**src/rtl/rf_trace_checker_pkg.sv**
```systemverilog
// Shared types for the register-file trace checker: write-port word/struct,
// buffered trace record, checker state encoding and the default end-of-run PC.
package rf_trace_checker_pkg;

    typedef logic [31:0] word_t;

    typedef struct packed {
        logic       wen;
        logic [4:0] addr;
        word_t      wdata;
    } rf_w_t;

    typedef struct packed {
        word_t      pc;
        logic [4:0] addr;
        word_t      data;
    } trace_rec_t;

    typedef enum logic [1:0] {
        RUN   = 2'd0,
        ERROR = 2'd1,
        DONE  = 2'd2
    } chk_state_t;

    localparam word_t DEFAULT_END_PC = 32'hbfc0_0100;

    function automatic logic rec_match(input trace_rec_t a, input trace_rec_t b);
        return (a.pc == b.pc) && (a.addr == b.addr) && (a.data == b.data);
    endfunction

endpackage

```
**src/rtl/rf_trace_checker_trace_fifo.sv**
```systemverilog
// Committed-write buffer: synchronous push/pop, extra pointer MSB distinguishes
// full from empty so wrap-around needs no separate counter.
module trace_fifo
    import rf_trace_checker_pkg::*;
#(
    parameter int DEPTH = 8
) (
    input  logic       clk,
    input  logic       reset,
    input  logic       push,
    input  logic       pop,
    input  trace_rec_t din,
    output trace_rec_t dout,
    output logic       full,
    output logic       empty
);

    localparam int AW = $clog2(DEPTH);
    localparam logic [AW:0] PTR_ONE = {{AW{1'b0}}, 1'b1};

    trace_rec_t mem [DEPTH];
    logic [AW:0] wr_ptr;
    logic [AW:0] rd_ptr;
    logic        push_ok;
    logic        pop_ok;

    assign empty   = (wr_ptr == rd_ptr);
    assign full    = (wr_ptr[AW] != rd_ptr[AW]) && (wr_ptr[AW-1:0] == rd_ptr[AW-1:0]);
    // A pop frees the slot in the same cycle, so a full FIFO still accepts a push.
    assign push_ok = push && (!full || pop);
    assign pop_ok  = pop && !empty;
    assign dout    = mem[rd_ptr[AW-1:0]];

    always_ff @(posedge clk) begin
        if (reset) begin
            wr_ptr <= '0;
            rd_ptr <= '0;
        end else begin
            if (push_ok) wr_ptr <= wr_ptr + PTR_ONE;
            if (pop_ok)  rd_ptr <= rd_ptr + PTR_ONE;
        end
    end

    always_ff @(posedge clk) begin
        if (!reset && push_ok) mem[wr_ptr[AW-1:0]] <= din;
    end

endmodule

```
**config.mk**
```make
export PLATFORM = sky130hd
export DESIGN_NAME = trace_fifo
export DESIGN_NICKNAME = d
export VERILOG_FILES = /design/src/rtl/rf_trace_checker_pkg.sv /design/src/rtl/rf_trace_checker_trace_fifo.sv
export SDC_FILE = /design/constraint.sdc
export NUM_CORES = 1
export LEC_CHECK = 0
export ABC_AREA = 0
export BUFFER_PORTS_ARGS = -buffer_cell sky130_fd_sc_hd__buf_2
export CORE_MARGIN = 8
export CORE_UTILIZATION = 60
export DETAILED_ROUTE_END_ITERATION = 16
export PLACE_DENSITY = 0.76
export SYNTH_ARGS = -nofsm -noshare
export SYNTH_HDL_FRONTEND = slang
export SYNTH_SLANG_ARGS = --single-unit
```
**constraint.sdc**
```tcl
create_clock -name clk -period 10.7 [get_ports clk]
set_input_delay 2.14 -clock clk [delete_from_list [all_inputs] [get_ports clk]]
set_output_delay 2.14 -clock clk [all_outputs]
set_load 0.005 [all_outputs]
```
* Word level (Yosys, flattened, before mapping)
Memories as Yosys holds them, arrays and structs flattened. A register that Yosys moved wholly into a read port is not among the register bits. Index checks and enable logic that the tools add are counted.
Word-level totals: bits in registers 8, bits in writable memories 552, input bits 73, output and inout port bits 71, logic and storage cells 20, memories kept 1
Memory list:
- mem | depth 8, width 69, rd ports 1, clocked after memory_dff 1, wr ports 1, line rf_trace_checker_trace_fifo.sv:21 | trace_rec_t mem [DEPTH];
Cells by class: add/subtract/negate cells 2, equality and inequality tests 3, multiplexer cells 4, reductions and logical operators 8
Operators by type and width (count):
- 4-bit by 1-bit adder with 4-bit output (second input constant) | 2
- 3-bit 2-to-1 mux | 2
- 4-bit == test | 1
- 1-bit logical AND | 4
- 3-bit == test | 1
- 1-bit logical NOT | 3
- 1-bit 2-to-1 mux | 2
- 1-bit logical OR | 1
- 1-bit inequality test | 1

* Longest topological paths before layout
depth in word-level cells 8, mapped depth 5, mapped depth without buffers 4

* Least setup slack after synthesis
Ideal clock, no wire load.
kind input-to-reg, from in push, to mem mem[1][0] in the netlist's numbering, enable pin, library setup time 0.581 ns, arrival time 7.582 ns, required time 10.119 ns, slack 2.537 ns, stages on the path 4, path buffers 1, cells stage by stage clkbuf_1 nor2b_1 o211ai_1 nor3_1
Between the ends: cells in the longest elaborated chain, start to end 4
Ends and longest elaborated chain:
- start, declared | line rf_trace_checker_trace_fifo.sv:10 | input logic push,
- 1-bit logical AND | line rf_trace_checker_trace_fifo.sv:30 | assign push_ok = push && (!full || pop);
- 1-bit logical AND | line rf_trace_checker_trace_fifo.sv:45 | if (!reset && push_ok) mem[wr_ptr[AW-1:0]] <= din;
- 1-bit 2-to-1 mux | line rf_trace_checker_trace_fifo.sv:45
- 1-bit 2-to-1 mux (not written as such) | line rf_trace_checker_trace_fifo.sv:45
- end, declared | line rf_trace_checker_trace_fifo.sv:21
Every way passes these cells.

==> results.toml <==
[run_status]
status = "complete, no violations"

[placed_design]
place.gp.congestion = 0.754
port_buffers = 143
dpl.hpwl_um = 21400

[global_routing]
grt_max_degree = 91
gr-total-overflow = 0
track_usage_pct = 19.7
grtUsageMet2_pct = 32.5
first_global_vias = 10105
grt_most_used_layer = "met2"
grt_pass1_wl_um = 61300
antenna_found_initial = 9
met1_usage_pct = 26.1
gr-usage-met3_pct = 4.66

[power]
power.total_w = 0.00525
p_leak_nw = 7.73
peakVddDrop_v = 0.000163
powerDensity_nw_per_um2 = 215

[finish]
drive_gt1_share_pct = 41.6
multiInputGateArea_um2 = 4350
final_core_util_pct = 68.9
nFillCells = 2152
regArea_um2 = 16800
area_growth_pct = 14.0
nets = 1128

[floorplan]
fp.dieArea_um2 = 42000
ios = 144
core_area_um2 = 35400
fp.dieW_um = 205
initial_core_util_pct = 60.5
rows = 69
die_y_um = 205

[worst_setup_path]
critPathCaptureType = "primary output"
max_stage_delay_ns = 1.01
crit_required_ns = 8.56
cp-start-kind = "flop"
worstPathMaxFanout = 70
critical_path_buf_inv_count = 2
critPathArrivalTime_ns = 3.45
worstPathCellList = "buf_4 -> mux4_2 -> mux2_2 -> buf_2"
cp_slowest_cell = "dfxtp_4"
cpLargestDelayFamily = "flip-flops"
r2r_setup_slack_ns = 7.24
path_class = "reg2out"

[synth]
yosysSeqAreaShare_pct = 78.4
ys_ff_latch = 563
async_reset_ff_share_pct = 0
ys.flop_type = "edfxtp_1"
synth-edff-count = 552
synth_nets = 958
avgSynthCellArea_um2 = 24.2
synth.distinct_cells = 38
synth_cells = 883
synth_warnings = 0
syn_area_um2 = 21400

[sta]
timing.hold.ws_ns = 0.533
rsz0062_at_grt = "no"
slew_headroom_pct = 28.6
fin_crit_ns = 5.59
fin_setup_tns_ns = 0
hold_viol = 0
finalCritPeriodShare_pct = 52.2
finalClockSkew_ns = 0.0168
maxSlewViolCount = 0
tightestPinTransition_ns = 1.07
setup_viol = 0
fmax_ghz = 0.179

[clock_tree]
cts_setup_buffers = 0
cts_tree = "yes"
hold_buffers = 0
root_buffer = "clkbuf_16"
cts_buffers = 54
clkLatencyLatePin_ns = 0.59
h-tree-depth = 2
cts_resized = 0
clk_path_buf_depth = 3
cts_sinks = 563
path_clk_slew_ns = 0.06

[drt]
wl_per_cell_um = 26.0
drt-initial-drc-count = 607
ant_nets = 0
drt-vias-per-instance = 6.11
firstDrtPassIters = 5
drc = 0
dr_total_vias = 9528
wirelength_um = 40600

[min_path]
min_path_type = "reg2reg"

[job]
drv_cap = 0
[flip-flops by register name (all words and copies together) (netlist names), named ones only]
register / count
wr_ptr: 4
rd_ptr: 4
mem: 552
[report_power, final]
part	switching, W	internal, W	total, W	leakage [nW]
logic	0.000328	0.000459	0.000787	1.78
clock network	0.000759	0.00114	0.00189	0.868
registers	0.0000835	0.00248	0.00257	5.08
total	0.00117	0.00408	0.00525	7.73
[tightest hold or removal path: stages, from the launching register on]
cell and delay, ns:
dfxtp_1 0.34, o21ai_0 0.08, a21oi_1 0.06
[layout make-up]
cell class / count / share of cell area (%)
Clock buffer: 70 / 6.04
Inverter: 5 / 0.0769
Sequential cell: 563 / 68.9
Antenna cell: 3 / 0.0308
Timing Repair Buffer: 160 / 3.51
Tap cell: 461 / 2.36
Multi-Input combinational cell: 269 / 17.8
Clock inverter: 28 / 1.26
[cells in the mapped netlist, drive strengths merged, types with 3 or more instances]
cell type,number,share of area (%)
mux2,69,3.6
inv,5,0.088
nand3,3,0.070
dfxtp,11,1.0
xnor2,4,0.23
nand2,6,0.11
buf,32,1.1
mux4,138,15
clkbuf,14,0.25
o311ai,3,0.12
edfxtp,552,77
nor2,10,0.18
nor3,4,0.093
[per-stage QoR]
step	std cells	worst slack, ns	cell area (um^2)
final	1559	5.11	24400
after global routing	1557	4.86	24400
after floorplan	883	2.54	21400
after global placement	1458	5.57	22600
after CTS	1556	5.00	24400
after detailed placement	1458	5.43	22600
[cells by family after synthesis]
logic type / after synthesis / synth area share [%]
flops: 563 / 78.4
mux: 208 / 18.2
buf+inv: 51 / 1.48
simple gates: 37 / 0.906
compound gates: 16 / 0.549
xor+xnor: 6 / 0.316
fa+ha+maj: 2 / 0.117
[placed cells by master (no fill, tap or decap), types with 3 or more instances in the layout]
master	count
edfxtp_1	552
buf_2	143
mux4_2	138
mux2_2	69
clkbuf_16	57
buf_4	16
clkbuf_1	13
clkinv_1	10
clkinv_2	9
dfxtp_1	8
bufinv_16	7
nand2_1	6
nor2_4	6
inv_1	5
nor2_1	4
diode_2	3
nand3_1	3
o311ai_1	3
dfxtp_4	3
[routing by layer]
layer	up-vias	share of wire, %
li1	4111	-
met1	5059	41
met2	287	51
met3	59	6.4
met4	12	1.7
met5	-	0.20
[worst paths after layout]
| path | from | endpoint | cells after the start |
|---|---|---|---|
| worst max-delay path | flop | dout[66] | 4 |
| worst min-delay path | rd_ptr[3]$_SDFFE_PP0P_ | rd_ptr[3]$_SDFFE_PP0P_ | 2 |
| worst max register to register | wr_ptr[1]$_SDFFE_PP0P_ | mem[2][3]$_DFFE_PP_ | 5 |
| worst min register to register | rd_ptr[3]$_SDFFE_PP0P_ | rd_ptr[3]$_SDFFE_PP0P_ | 2 |
No activity file was read; power rests on OpenSTA's default activity.
